===== src/rtl/detect_window_monitor.sv =====
// ---------------------------------------------------------------------------
// detect_window_monitor
//
// Counts detection pulses from a serial sequence detector over a programmable
// window of clock cycles. Each completed window's count is published through a
// valid/ready handshake. A window whose count reaches the threshold raises the
// alarm flag. A result that cannot be delivered is discarded and flagged by a
// sticky overrun bit.
//
// Parameters
//   CNT_W          width of the event count and of the threshold
//   WIN_W          width of the window length
//
// Ports
//   clk            single clock, rising edge
//   reset          asynchronous, active-low reset
//   detected       detection pulse, sampled every cycle while counting
//   enable         run/stop; dropping it mid-window aborts that window
//   window_len     window length in cycles, sampled at window start (0 -> 1)
//   threshold      alarm threshold, sampled at window end
//   win_count      count of the last delivered-or-pending window (registered)
//   win_valid      win_count holds an undelivered result
//   win_ready      consumer accepts the result
//   alarm          last completed window count >= threshold
//   overrun        sticky: a completed window was discarded
//   clear_overrun  synchronous clear of overrun
// ---------------------------------------------------------------------------
module detect_window_monitor #(
    parameter int CNT_W = 8,
    parameter int WIN_W = 16
) (
    input  logic             clk,
    input  logic             reset,
    input  logic             detected,
    input  logic             enable,
    input  logic [WIN_W-1:0] window_len,
    input  logic [CNT_W-1:0] threshold,
    output logic [CNT_W-1:0] win_count,
    output logic             win_valid,
    input  logic             win_ready,
    output logic             alarm,
    output logic             overrun,
    input  logic             clear_overrun
);

    typedef enum logic {
        S_IDLE  = 1'b0,
        S_COUNT = 1'b1
    } state_t;

    state_t           r_state;
    logic [WIN_W-1:0] r_len;        // latched window length, always >= 1
    logic [WIN_W-1:0] r_cyc;        // position inside the window, 0..len-1
    logic [CNT_W-1:0] r_evt;        // saturating event count of this window
    logic [CNT_W-1:0] r_win_count;
    logic             r_win_valid;
    logic             r_alarm;
    logic             r_overrun;

    logic [WIN_W-1:0] w_len_eff;
    logic [CNT_W-1:0] w_evt_next;
    logic             w_last;
    logic             w_can_load;

    // A zero length would never reach its end; treat it as a one-cycle window.
    assign w_len_eff  = (window_len == '0) ? WIN_W'(1) : window_len;

    // Saturating increment: the count sticks at all-ones instead of wrapping.
    // At window end this is also the final value, so the last-cycle pulse
    // is included.
    assign w_evt_next = (detected && (r_evt != '1)) ? r_evt + CNT_W'(1) : r_evt;

    assign w_last     = (r_cyc == (r_len - WIN_W'(1)));

    // The output register may take a new result if it is empty or is being
    // emptied by a transfer in this same cycle.
    assign w_can_load = !r_win_valid || win_ready;

    always_ff @(posedge clk or negedge reset) begin
        if (!reset) begin
            r_state     <= S_IDLE;
            r_len       <= WIN_W'(1);
            r_cyc       <= '0;
            r_evt       <= '0;
            r_win_count <= '0;
            r_win_valid <= 1'b0;
            r_alarm     <= 1'b0;
            r_overrun   <= 1'b0;
        end else begin
            // Handshake: a transfer empties the output register unless a new
            // publish below refills it in the same cycle.
            if (r_win_valid && win_ready) begin
                r_win_valid <= 1'b0;
            end

            // Clear comes first so that a discard in the same cycle wins.
            if (clear_overrun) begin
                r_overrun <= 1'b0;
            end

            case (r_state)
                S_IDLE: begin
                    if (enable) begin
                        r_len   <= w_len_eff;
                        r_cyc   <= '0;
                        r_evt   <= '0;
                        r_state <= S_COUNT;
                    end
                end

                S_COUNT: begin
                    if (!enable) begin
                        // Abort: partial count is dropped, outputs untouched.
                        r_state <= S_IDLE;
                    end else if (w_last) begin
                        // Alarm tracks every completed window, delivered or not.
                        r_alarm <= (w_evt_next >= threshold);
                        if (w_can_load) begin
                            r_win_count <= w_evt_next;
                            r_win_valid <= 1'b1;
                        end else begin
                            r_overrun <= 1'b1;
                        end
                        // Next window begins immediately, no gap cycle.
                        r_len <= w_len_eff;
                        r_cyc <= '0;
                        r_evt <= '0;
                    end else begin
                        r_cyc <= r_cyc + WIN_W'(1);
                        r_evt <= w_evt_next;
                    end
                end

                default: begin
                    r_state <= S_IDLE;
                end
            endcase
        end
    end

    assign win_count = r_win_count;
    assign win_valid = r_win_valid;
    assign alarm     = r_alarm;
    assign overrun   = r_overrun;

endmodule


===== config.mk =====
export PLATFORM = sky130hd
export DESIGN_NAME = detect_window_monitor
export DESIGN_NICKNAME = d
export VERILOG_FILES = /design/src/rtl/detect_window_monitor.sv
export SDC_FILE = /design/constraint.sdc
export NUM_CORES = 1
export LEC_CHECK = 0
export BUFFER_PORTS_ARGS = -buffer_cell sky130_fd_sc_hd__clkbuf_2
export CORE_UTILIZATION = 60
export CTS_CLUSTER_DIAMETER = 200
export DETAILED_ROUTE_END_ITERATION = 6
export GPL_TIMING_DRIVEN = 1
export PLACE_DENSITY = 0.88
export RECOVER_POWER = 50
export SYNTH_ARGS = -nofsm -noshare
export SYNTH_HDL_FRONTEND = slang
export SYNTH_SLANG_ARGS = --single-unit
export TNS_END_PERCENT = 5

===== constraint.sdc =====
create_clock -name clk -period 4.6 [get_ports clk]
set_input_delay 0.23 -clock clk [delete_from_list [all_inputs] [get_ports clk]]
set_output_delay 0.23 -clock clk [all_outputs]
set_load 0.005 [all_outputs]

After elaboration in Yosys (flattened, before gate mapping) --
Index checks and enable logic that the tools add are counted.
Word-level totals: input port bits 30, output and inout bits 11, flip-flop bits (word level) 52, logic and storage cells 52
Cells by class: mux-type cells 25, bitwise logic cells 1, $add $sub $neg 3, $lt $le $gt $ge 1, reduce and logical (&&, ||, !) cells 9, equal/unequal tests 5
Operators by type and width (number):
- 2-to-1 mux 16 bit | 7
- one-hot mux 16 bit (2 select lines) | 2
- 2-to-1 mux 8 bit | 4
- adder 16 x 1 -> 16 bit (second input constant) | 1
- equality test 16 bit | 1
- logical NOT 16 bit | 1
- one-hot mux 8 bit (2 select lines) | 1
- subtractor 16 x 1 -> 16 bit (second input constant) | 1
- 2-to-1 mux 1 bit | 11
- adder 8 x 1 -> 8 bit (second input constant) | 1
- greater-or-equal comparator 8 bit | 1
- inequality test 8 bit (second input constant) | 1
- AND reduction 3 bit | 2
- inequality test 2 bit (second input constant) | 2
- AND reduction 4 bit | 1
- logical AND 1 bit | 2
- inequality test 2 x 1 -> 1 bit (second input constant) | 1
- AND reduction 2 bit | 1
- logical NOT 1 bit | 1
- logical OR 1 bit | 1
- NOT 1 bit | 1

Longest topological paths before layout --
Gate-level depths: netlist of the first run.
word-level depth 6, mapped depth 13, mapped depth without buffers 13

Worst setup path before layout of the first run --
OpenSTA, ideal clock, no wires.
path kind register to register, start point register r_len[0], end point register r_len[10], data arrival time 3000 ps, clock period less this slack 3127 ps, setup slack 1473 ps, data required time 4472 ps, stages on the path, launching flop included 11, buffers on the path 1, setup time 128 ps, path through dfstp_2 > inv_1 > ha_1 > or3_1 > a311oi_1 > o311ai_1 > or4_4 > nor3b_4 > o21a_1 > buf_4 > mux2_1
On the way: cells in the longest elaborated chain, start to end 4
RTL lines:
- start, declared | line 52 | logic [WIN_W-1:0] r_len;
- start signal, assigned | line 104 | r_len <= w_len_eff;
- start signal, assigned | line 125 | r_len <= w_len_eff;
- subtractor 16 x 1 -> 16 bit | line 73 | assign w_last = (r_cyc == (r_len - WIN_W'(1)));
- equality test 16 bit | line 73
- inequality test 2 x 1 -> 1 bit (no source line)
- AND reduction 3 bit (no source line)
Every way passes these cells. A chain may end at the register's enable or synchronous reset.

Worst setup path in the final report of the first run --
start point register r_len[0], end point register r_cyc[5]
On the way: cells in the longest elaborated chain, start to end 5
RTL lines:
- subtractor 16 x 1 -> 16 bit | line 73
- equality test 16 bit | line 73
- 2-to-1 mux 16 bit | line 115 | end else if (w_last) begin
- 2-to-1 mux 16 bit | line 112 | if (!enable) begin
- one-hot mux 16 bit (2 select lines) | line 101 | case (r_state)
- end signal, assigned | line 129 | r_cyc <= r_cyc + WIN_W'(1);
- end, declared | line 53 | logic [WIN_W-1:0] r_cyc;
Every way passes these cells. The select of a mux whose other input is x is not followed.

==> qor.yml, run 1 <==
port_buffers: 40
dp_cells: 414
hp-class: "in2reg"
diodes: 0
cts_resized: 0
setup_tns_ns: 0
die_x_um: 74.19
drtIter0Drc: 144
hold_viol_final: 0
grt_pass1_wl_um: 10580
grt_pass1_vias: 2308
min_period_over_period_pct: 81.16
max-vdd-ir-drop_mv: 0.2016
min_period_ns: 3.733
worstPathRequired_ns: 4.79
fin_ws_ns: 0.8667
use_met2_pct: 41.31
netlist_top_cells_count: "dfrtp_1 (51), inv_1 (33), xnor2_1 (24)"
place_ws_ns: 0.8573
setup_viol_count_final: 0
dieArea_um2: 5504
fin_util_pct: 70.72
grt-busiest-layer: "met2"
initial_core_util_pct: 64.08
p_leak_nw: 1.579
syn_nets: 356
cts_sinks: 52
clock_power_share_pct: 27.1
instances_no_fill: 422
maxCapViolCount: 1
area_growth_pct: 10.36
ant_nets: 0
hold_buffers: 0
nFillCells: 396
p_int_w: 0.0006946
avgSynthCellArea_um2: 9.926
firstDrtPassIters: 4
fmax_mhz: 267.9
tightestPinTransition_ns: 2.703
drc: 0
cts_max_level: 2
slew_viol_final: 53
crit_type: "reg2reg"
synth-seq-cells: 52
synth_top_area_share_pct: 40.82
seq_area_frac_synth_pct: 41.66
p_sw_w: 0.0002852
cts_tree: "built"
routedWlPerCell_um: 14.95
routed_wl_um: 6307
max_slew_margin_pct: -80.20
track_usage_pct: 25.78
synth-edff-count: 0
cts_buffer_depth: 2
dieHeight_um: 74.19
grt_max_degree: 53
p_sw_share_pct: 29.11
yosys.area.top_type: "dfrtp_1"
path_clk_slew_ns: 0.09
vias: 2433
status: "finished with violations"
use_met3_pct: 4.878
postCtsSetupRepairBufs: 0
cp-start-kind: "register"
synth.distinct_cells: 50
ioPinCount: 41
avgViaCountPerCell: 5.765
numCtsBuffers: 5
dp_hpwl_um: 4786
nets: 395
synthCells: 315
p_seq_share_pct: 55.1
rsz0062_at_grt: "no"
p_comb_share_pct: 17.7
crit_fanout: 17
powerDensity_nw_per_um2: 283.9
crit_arrival_ns: 3.93
row_count: 25
cp-end-kind: "register"
ctsRootBufferMaster: "clkbuf_8"
gp_congestion: 0.8950
synth_flop_cell: "dfrtp_1"
violations: "max-capacitance violations, max-slew violations"
synthArstFlopShare_pct: 100.0
core_area_um2: 4880
drive_gt1_share_pct: 15.49
clk_latency_ns: 0.31
yosysWarnings: 0
met1_usage_pct: 34.69
synth.most_common_cell: "dfrtp_1"
antenna_found_initial: 0
synthTopCellsByArea: "dfrtp_1 (41%), mux2_1 (7.2%), xnor2_1 (6.7%), ha_1 (4.4%), inv_1 (4.0%)"
grt-ovfl-total: 0
fin_skew_ns: 0.009025
synth_area_um2: 3127
[metrics by stage]
step,power (W),instance area (um^2),hold WS [ns]
6_report,0.0009798,3451,0.09289
5_1_grt,0.001027,3451,0.08449
4_1_cts,0.0009860,3458,0.04830
3_5_place_dp,0.0007215,3368,0.3883
3_3_place_gp,0.0007108,3368,0.3828
2_1_floorplan,0.0006620,3127,-0.06559
[cells by family after synthesis]
logic type	synth area share, %
AO/OA/AOI/OAI	8.604
AND/OR/NAND/NOR	19.61
adder cells (fa/ha/maj)	4.402
flip-flops	41.66
multiplexers	9.564
buffers and inverters	5.802
XOR/XNOR	10.36
[sequential cells by signal, indices dropped and copies added, names as in the netlist]
register / cells
r_cyc: 16
r_len: 16
r_evt: 8
win_count: 8
alarm: 1
overrun: 1
r_state: 1
win_valid: 1
[cell type report]
class / count / area, um^2 / area share, %
Multi-Input combinational cell: 220 / 1643 / 47.61
Sequential cell: 52 / 1303 / 37.74
Timing Repair Buffer: 42 / 207.7 / 6.019
Inverter: 33 / 123.9 / 3.590
Clock buffer: 8 / 90.09 / 2.611
Tap cell: 67 / 83.83 / 2.429
[worst max-delay path: stages (launching register included)]
cell and delay [ns]:
dfstp_2 0.56, inv_1 0.06, ha_1 0.23, or3_1 0.37
a311oi_1 0.31, o311ai_1 0.14, or4_4 0.52, nor3b_4 0.37
o21a_1 0.66, buf_4 0.31, nor2_1 0.08
[routing by layer]
| metal | vias up | routed length (um) |
|---|---|---|
| met1 | 1181 | 2956 |
| met4 | 0 | 120 |
| met2 | 58 | 2939 |
| li1 | 1181 | - |
| met5 | - | 0 |
| met3 | 13 | 291 |
[path summary, 6_finish.rpt]
kind                                           from                  endpoint  slack, ns  depth (start not counted)
max in group asynchronous                     reset      r_cyc[3]$_DFFE_PN0P_       2.21                          2
min reg2reg                win_count[2]$_DFFE_PN0P_  win_count[2]$_DFFE_PN0P_       0.50                          1
max                            r_len[0]$_DFFE_PN1P_      r_cyc[5]$_DFFE_PN0P_       0.87                         10
max reg2reg                    r_len[0]$_DFFE_PN1P_      r_cyc[5]$_DFFE_PN0P_       0.87                         10
min in group asynchronous                     reset         overrun$_DFF_PN0_       0.87                          2
min                                   clear_overrun         overrun$_DFF_PN0_       0.09                          2
[cell usage in the layout (no fill, tap or decap), types with 11 or more instances in the layout]
master    Yosys  routed
dfrtp_1      51      51
inv_1        33      33
nor3_1       11      11
xnor2_1      24      24
clkbuf_2      0      37
mux2_1       20      20
ha_1         11      11
xor2_1       13      13
nand2_1      13      13
nor2_1       20      20
[power by group through the flow]
stage / Combinational [W] / Sequential (W) / Clock, W
2_1_floorplan: 0.000138 / 0.000524 / 0
5_1_grt: 0.000197 / 0.000545 / 0.000286
4_1_cts: 0.000176 / 0.000539 / 0.000271
6_report: 0.000174 / 0.000540 / 0.000266
3_5_place_dp: 0.000174 / 0.000548 / 0
3_3_place_gp: 0.000166 / 0.000544 / 0
Power figures use the tool's default switching activity.
==> run 2: changes to the inputs <==
--- a/config.mk
+++ b/config.mk
@@ -5,12 +5,13 @@
 export SDC_FILE = /design/constraint.sdc
 export NUM_CORES = 1
 export LEC_CHECK = 0
+export ABC_AREA = 1
 export BUFFER_PORTS_ARGS = -buffer_cell sky130_fd_sc_hd__clkbuf_2
-export CORE_UTILIZATION = 60
+export CORE_UTILIZATION = 53
 export CTS_CLUSTER_DIAMETER = 200
 export DETAILED_ROUTE_END_ITERATION = 6
 export GPL_TIMING_DRIVEN = 1
-export PLACE_DENSITY = 0.88
+export PLACE_DENSITY = 0.83
 export RECOVER_POWER = 50
 export SYNTH_ARGS = -nofsm -noshare
 export SYNTH_HDL_FRONTEND = slang
==> constraint.sdc (replaced) <==
create_clock -name clk -period 3.25 [get_ports clk]
set_input_delay 0.1625 -clock clk [delete_from_list [all_inputs] [get_ports clk]]
set_output_delay 0.1625 -clock clk [all_outputs]
set_load 0.005 [all_outputs]
==> run 2 against run 1 <==
The run still ends with max-capacitance violations, max-slew violations left; total power up 51%; register-to-register slack worse by 0.33 ns; critical path type unchanged; critical path depth up 5; utilization down 8.8 points; sequential power up 38%; die area up 23%; hold slack worse by 0.076 ns; clock skew up 0.0022 ns; setup slack worse by 0.33 ns.
==> qor.yml, run 2 <==
numCtsBuffers: 5  # unchanged
final_common_cell: "nand2_1"
ant_nets: 0  # unchanged
rsz0062_at_grt: "no"
min_period_ns: 2.709  # -1.024 ns
r2r_start: "r_len[0]$_DFFE_PN1P_"
synthArstFlopShare_pct: 100.0  # unchanged
synth_flop_cell: "dfrtp_1"
drive_gt1_share_pct: 12.72  # -2.8 points
synth_top_area_share_pct: 37.47  # -3.3 points
met3_length_um: 307  # +5.5%
worst_hold_startpoint: "clear_overrun"
cts_max_level: 2  # unchanged
cts_tree: "built"
fin_skew_ns: 0.01119  # +0.002163 ns
cp-end-kind: "register"
grt_pass1_wl_um: 12630  # +19%
critPathSlowestCell: "dfstp_2"
antenna_found_initial: 0  # unchanged
row_count: 28  # +12%
drtIter0Drc: 124  # -14%
max_slew_margin_pct: -1.683  # +79 points
instances_no_fill: 594  # +41%
path_clk_slew_ns: 0.10  # about the same
synth-edff-count: 0  # unchanged
crit_path_cell_trace: "inv_1 -> ha_1 -> inv_1 -> nand2_1 -> nand2_1 -> nor2_1 -> nand3_1 -> nor2_1 -> nand2_1 -> nor2_1 -> nand4_4 -> nand2_4 -> nand2_4 -> clkinv_2 -> nor2_1"
hp-class: "in2reg"
crit_type: "reg2reg"
drc: 0  # unchanged
grt_max_degree: 31  # -42%
netlist_top_cells_count: "nand2_1 (153), inv_1 (59), dfrtp_1 (51), nand3_1 (51), nor2_1 (42)"
routedWlPerCell_um: 12.93  # -13%
ioPinCount: 41  # unchanged
hold_viol_final: 0  # unchanged
place_ws_ns: 0.5886  # -0.2687 ns
synth.distinct_cells: 33  # -34%
yosysWarnings: 0  # unchanged
fin_ws_ns: 0.5406  # -0.3261 ns
largestRegisters: "r_cyc x16, r_len x16"
port_buffers: 40  # unchanged
cp-startpoint: "r_len[0]$_DFFE_PN1P_"
core_area_um2: 6061  # +24%
p_leak_nw: 1.967  # +25%
nets: 559  # +42%
track_usage_pct: 24.76  # -1.0 points
clk_latency_ns: 0.32  # about the same
cpPeakStageDelay_ns: 0.56  # -0.10 ns
dieArea_um2: 6750  # +23%
gp_congestion: 0.8494  # -5.1%
initial_core_util_pct: 56.19  # -7.9 points
routed_wl_um: 7683  # +22%
powerDensity_nw_per_um2: 394.9  # +39%
avgViaCountPerCell: 5.163  # -10%
met1Wirelength_um: 3407  # +15%
postCtsSetupRepairBufs: 0  # unchanged
cts_sinks: 52  # unchanged
die_x_um: 82.16  # +11%
cp_common_cell: "nor2_1"
power.total_w: 0.001482  # +51%
setup_tns_ns: 0  # unchanged
crit_fanout: 17  # unchanged
area_growth_pct: 10.21
firstDrtPassIters: 4  # unchanged
maxCapViolCount: 1  # unchanged
yosys.area.top_type: "dfrtp_1"
synth_area_um2: 3406  # +8.9%
dr_wl_met2_um: 3821  # +30%
ctsRootBufferMaster: "clkbuf_8"
cp-start-kind: "register"
grt_pass1_vias: 2859  # +24%
setup_viol_count_final: 0  # unchanged
dp_hpwl_um: 6052  # +26%
slew_viol_final: 31  # -42%
fmax_mhz: 369.1  # +38%
synthCells: 475  # +51%
cts_buffer_depth: 2  # unchanged
dp_cells: 585  # +41%
min_period_over_period_pct: 83.37  # +2.2 points
synthTopCellsByArea: "dfrtp_1 (37%), nand2_1 (17%), nand3_1 (7.5%), inv_1 (6.5%), xor2_1 (5.1%)"
avgSynthCellArea_um2: 7.170  # -28%
crit_arrival_ns: 2.91  # -1.02 ns
dieHeight_um: 82.16  # +11%
final_cell_mix: "nand2_1 (153), inv_1 (59), nand3_1 (51), dfrtp_1 (51), nor2_1 (42)"
diodes: 0  # unchanged
syn_nets: 516  # +45%
violations: "max-capacitance violations, max-slew violations"
tightestPinTransition_ns: 1.525  # -1.178 ns
worstPathRequired_ns: 3.45  # -1.34 ns
synth-seq-cells: 52  # unchanged
grt-ovfl-total: 0  # unchanged
seq_area_frac_synth_pct: 38.24  # -3.4 points
status: "finished with violations"
max-vdd-ir-drop_mv: 0.2466  # +22%
synth.most_common_cell: "nand2_1"
nFillCells: 573  # +45%
vias: 3067  # +26%
maxUsedRoutingLayer: "met4"
run 2: changes by cell type after synthesis, sizes merged, moves of 8 or more:
cell   previous run  this run
and3              8         0
nand3             9        51
nand2            13       157
nor2             20        61
mux2             23         0
inv              33        59
xnor2            24         9
run 2: final timing paths:
path / end / slack (ns) / depth (start not counted)
max in group asynchronous: r_len[7]$_DFFE_PN0P_ / 1.20 / 3
min reg2reg: r_len[0]$_DFFE_PN1P_ / 0.49 / 2
max: r_cyc[4]$_DFFE_PN0P_ / 0.54 / 15
min: overrun$_DFF_PN0_ / 0.02 / 2
min in group asynchronous: win_count[7]$_DFFE_PN0P_ / 0.75 / 2
max reg2reg: r_cyc[4]$_DFFE_PN0P_ / 0.54 / 15
run 2: cells by family after synthesis:
group                      after synthesis  synth area share (%)
AOI/OAI and AO/OA                       25                 4.115
buffers and inverters                   68                 8.119
and+or+nand+nor                        290                 38.02
xor gates and xnor gates                29                 7.458
DFF                                     52                 38.24
adders and majority gates               11                 4.041
run 2: final cells by class:
type	instances	area, um^2	area share, %
multi-input combinational	355	1827	48.67
sequential	52	1303	34.70
inverter	62	234.0	6.233
timing repair buffer	42	203.9	5.433
tap	75	93.84	2.500
clock buffer	5	68.82	1.833
clock inverter	3	23.77	0.6333
run 2: what timing repair did:
action                    in CTS  in global routing
gates resized for setup        0                  0
hold buffers                   1                  0
hold endpoints to repair      29                  0
run 2: worst max-delay path: cells and delay by family, from the launching register on:
kind,cells,cell delay [ns]
and+or+nand+nor,11,1.29
DFF,1,0.56
buffers and inverters,3,0.43
adders and majority gates,1,0.31
run 2: through the flow:
step / area (um^2) / hold WS [ns] / utilization [%]
finish: 3754 / 0.01670 / 61.93
detailed placement: 3665 / 0.2492 / 60.47
global placement: 3665 / 0.2391 / 60.47
global route: 3754 / 0.02125 / 61.93
floorplan: 3406 / -0.1331 / -
CTS: 3767 / 0.02303 / 62.16
run 2: report_power, final:
group,internal [W],switching (W)
sequential,0.000690,0.0000561
clock,0.000153,0.000228
combinational,0.000127,0.000228
run 2: routing by layer:
layer  track usage (%)  up-vias
li1                  -     1581
met1             30.02     1414
met2             43.88       57
met3             4.835       15
met4             7.895        0
met5                 0        -
==> run 3: changes to the inputs <==
==> constraint.sdc (replaced) <==
create_clock -name clk -period 2.3 [get_ports clk]
set_input_delay 0.115 -clock clk [delete_from_list [all_inputs] [get_ports clk]]
set_output_delay 0.115 -clock clk [all_outputs]
set_load 0.005 [all_outputs]
==> run 3 against run 2 <==
The flow still finishes with violations (max-capacitance violations, max-slew violations); final cell count rose by 4.4%; via count rose by 5.8%; combinational power rose by 62%; global-route usage rose by 2.1 points; clock skew fell by 0.0033 ns; first-iteration DRC count rose by 17%; sequential share of layout area fell by 2.5 points; non-clock buffer count rose by 26; setup slack got worse by 0.54 ns.
==> qor.yml, run 3 (same netlist as run 2, synthesis figures left out) <==
status: "finished with violations"
violations: "max-capacitance violations, max-slew violations"
rsz0062_at_grt: "yes"
grt-busiest-layer: "met2"
fin_skew_ns: 0.007938  # -0.003250 ns
setup_tns_ns: 0  # unchanged
row_count: 28  # unchanged
nFillCells: 519  # -9.4%
core_area_um2: 6061  # unchanged
grt_pass1_vias: 3071  # +7.4%
routed_wl_um: 8310  # +8.2%
hold_viol_final: 0  # unchanged
cp-end-kind: "register"
gp_congestion: 0.8994  # +5.9%
p_leak_nw: 2.129  # +8.2%
max-vdd-ir-drop_mv: 0.3177  # +29%
critPathSlowestCell: "dfrtp_1"
cpPeakStageDelay_ns: 0.44  # -0.12 ns
maxCapViolCount: 1  # unchanged
use_met2_pct: 48.76  # +4.9 points
final_cell_mix: "nand2_1 (152), inv_1 (59), dfrtp_1 (51)"
use_met3_pct: 3.297  # -1.5 points
cts_buffer_depth: 2  # unchanged
die_x_um: 82.16  # unchanged
routedWlPerCell_um: 13.40  # +3.6%
crit_fanout: 6  # -11
ctsRootBufferMaster: "clkbuf_8"
ant_nets: 0  # unchanged
dieHeight_um: 82.16  # unchanged
grt-ovfl-total: 0  # unchanged
initial_core_util_pct: 56.19  # unchanged
instances_no_fill: 620  # +4.4%
cts_max_level: 2  # unchanged
fin_area_um2: 4043  # +7.7%
place_ws_ns: -0.04314  # -0.6317 ns
hp-class: "in2reg"
drc: 0  # unchanged
port_buffers: 40  # unchanged
max_slew_margin_pct: -25.86  # -24 points
worstPathRequired_ns: 2.48  # -0.97 ns
area_growth_pct: 18.70
dp_hpwl_um: 6643  # +9.8%
antenna_found_initial: 0  # unchanged
crit_type: "reg2reg"
numCtsBuffers: 5  # unchanged
dieArea_um2: 6750  # unchanged
nets: 585  # +4.7%
cpLargestDelayFamily: "simple AND/OR/NAND/NOR gates"
final_common_cell: "nand2_1"
cts_sinks: 52  # unchanged
track_usage_pct: 26.87  # +2.1 points
fmax_mhz: 435.0  # +18%
path_buf_inv: 3  # unchanged
met1_usage_pct: 33.15  # +3.1 points
dp_cells: 606  # +3.6%
crit_path_cell_trace: "inv_1 -> ha_1 -> nand2_1 -> buf_4 -> nor2_1 -> nand3_1 -> nand2_1 -> nand4_1 -> nor2_4 -> nand4_4 -> buf_4 -> nand2_1 -> a21boi_0"
grt_max_degree: 35  # +13%
vias: 3244  # +5.8%
cp-start-kind: "register"
ioPinCount: 41  # unchanged
grt_pass1_wl_um: 13590  # +7.7%
cp_common_cell: "nand2_1"
drtIter0Drc: 145  # +17%
min_period_over_period_pct: 99.96  # +17 points
tightestPinTransition_ns: 1.888  # +0.3627 ns
firstDrtPassIters: 4  # unchanged
drive_gt1_share_pct: 19.82  # +7.1 points
place_area_um2: 3822  # +4.3%
avgViaCountPerCell: 5.232  # +1.3%
min_period_ns: 2.299  # -0.4104 ns
largestRegisters: "r_cyc x16, r_len x16"
powerDensity_nw_per_um2: 559.4  # +42%
setup_viol_count_final: 0  # unchanged
diodes: 0  # unchanged
cts_tree: "built"
path_clk_slew_ns: 0.09  # about the same
fin_ws_ns: 0.0009790  # -0.5396 ns
clk_latency_ns: 0.31  # about the same
slew_viol_final: 35  # +13%
crit_arrival_ns: 2.48  # -0.43 ns
run 3: changes by cell type in the layout (fill, tap and decap cells not counted), moves of 2 or more:
cell / delta
buf_4: +26
nand3_1: -2
nor2_2: +6
nand3_2: +2
clkbuf_2: +2
clkbuf_1: -3
nor2_1: -7
run 3: worst paths after layout:
| kind | slack, ns | start | end | cells after the start |
|---|---|---|---|---|
| max in group asynchronous | 0.35 | reset | r_evt[5]$_DFFE_PN0P_ | 2 |
| worst min register to register | 0.49 | win_count[7]$_DFFE_PN0P_ | win_count[7]$_DFFE_PN0P_ | 2 |
| worst min-delay path | 0.04 | window_len[14] | r_len[14]$_DFFE_PN0P_ | 3 |
| worst max-delay path | 0.001 | r_len[1]$_DFFE_PN0P_ | r_cyc[0]$_DFFE_PN0P_ | 13 |
| worst max register to register | 0.001 | r_len[1]$_DFFE_PN0P_ | r_cyc[0]$_DFFE_PN0P_ | 13 |
| min in group asynchronous | 0.87 | reset | r_len[7]$_DFFE_PN0P_ | 2 |
run 3: layout make-up:
cell class | count | area (um^2) | share of cell area [%]
inverters | 62 | 237.7 | 5.881
flip-flops and latches | 52 | 1303 | 32.22
clock buffers | 5 | 68.82 | 1.702
repair buffers | 68 | 407.9 | 10.09
multi-input cells | 355 | 1889 | 46.73
clock inverters | 3 | 42.54 | 1.052
well taps | 75 | 93.84 | 2.321
run 3: worst register-to-register path: cells and delay by family, from the launching register on:
kind            cells  cell delay [ns]
flops               1             0.44
simple gates        8             0.97
buf+inv             3             0.41
fa+ha+maj           1             0.24
compound gates      1             0.12
run 3: routing by layer:
metal,up-vias,share of wire [%]
met5,-,0
li1,1642,-
met4,0,1.9
met1,1510,43
met3,19,4.2
met2,73,51
run 3: what timing repair did:
action | CTS | global route
resized for setup | 8 | 11
endpoints found under the setup margin | 1 | 50
setup buffers | 1 | 3
pin swaps | 4 | 13
hold endpoints to repair | 32 | 0
hold buffers | 2 | 0
run 3: stage by stage:
step                      util [%]  hold slack, ns  total power (W)
after floorplan                  -         -0.1806         0.001425
after global placement       63.07          0.2552         0.001596
after detailed placement     63.07          0.2625         0.001617
after CTS                    65.90         0.04208         0.002242
after global routing         66.70         0.05115         0.002383
final                        66.70         0.04185         0.002261
run 3: power by group:
| group | switching [W] | internal, W | total [W] |
|---|---|---|---|
| Sequential | 0.0000787 | 0.000975 | 0.00105 |
| Combinational | 0.000356 | 0.000219 | 0.000575 |
| Clock | 0.000310 | 0.000322 | 0.000633 |
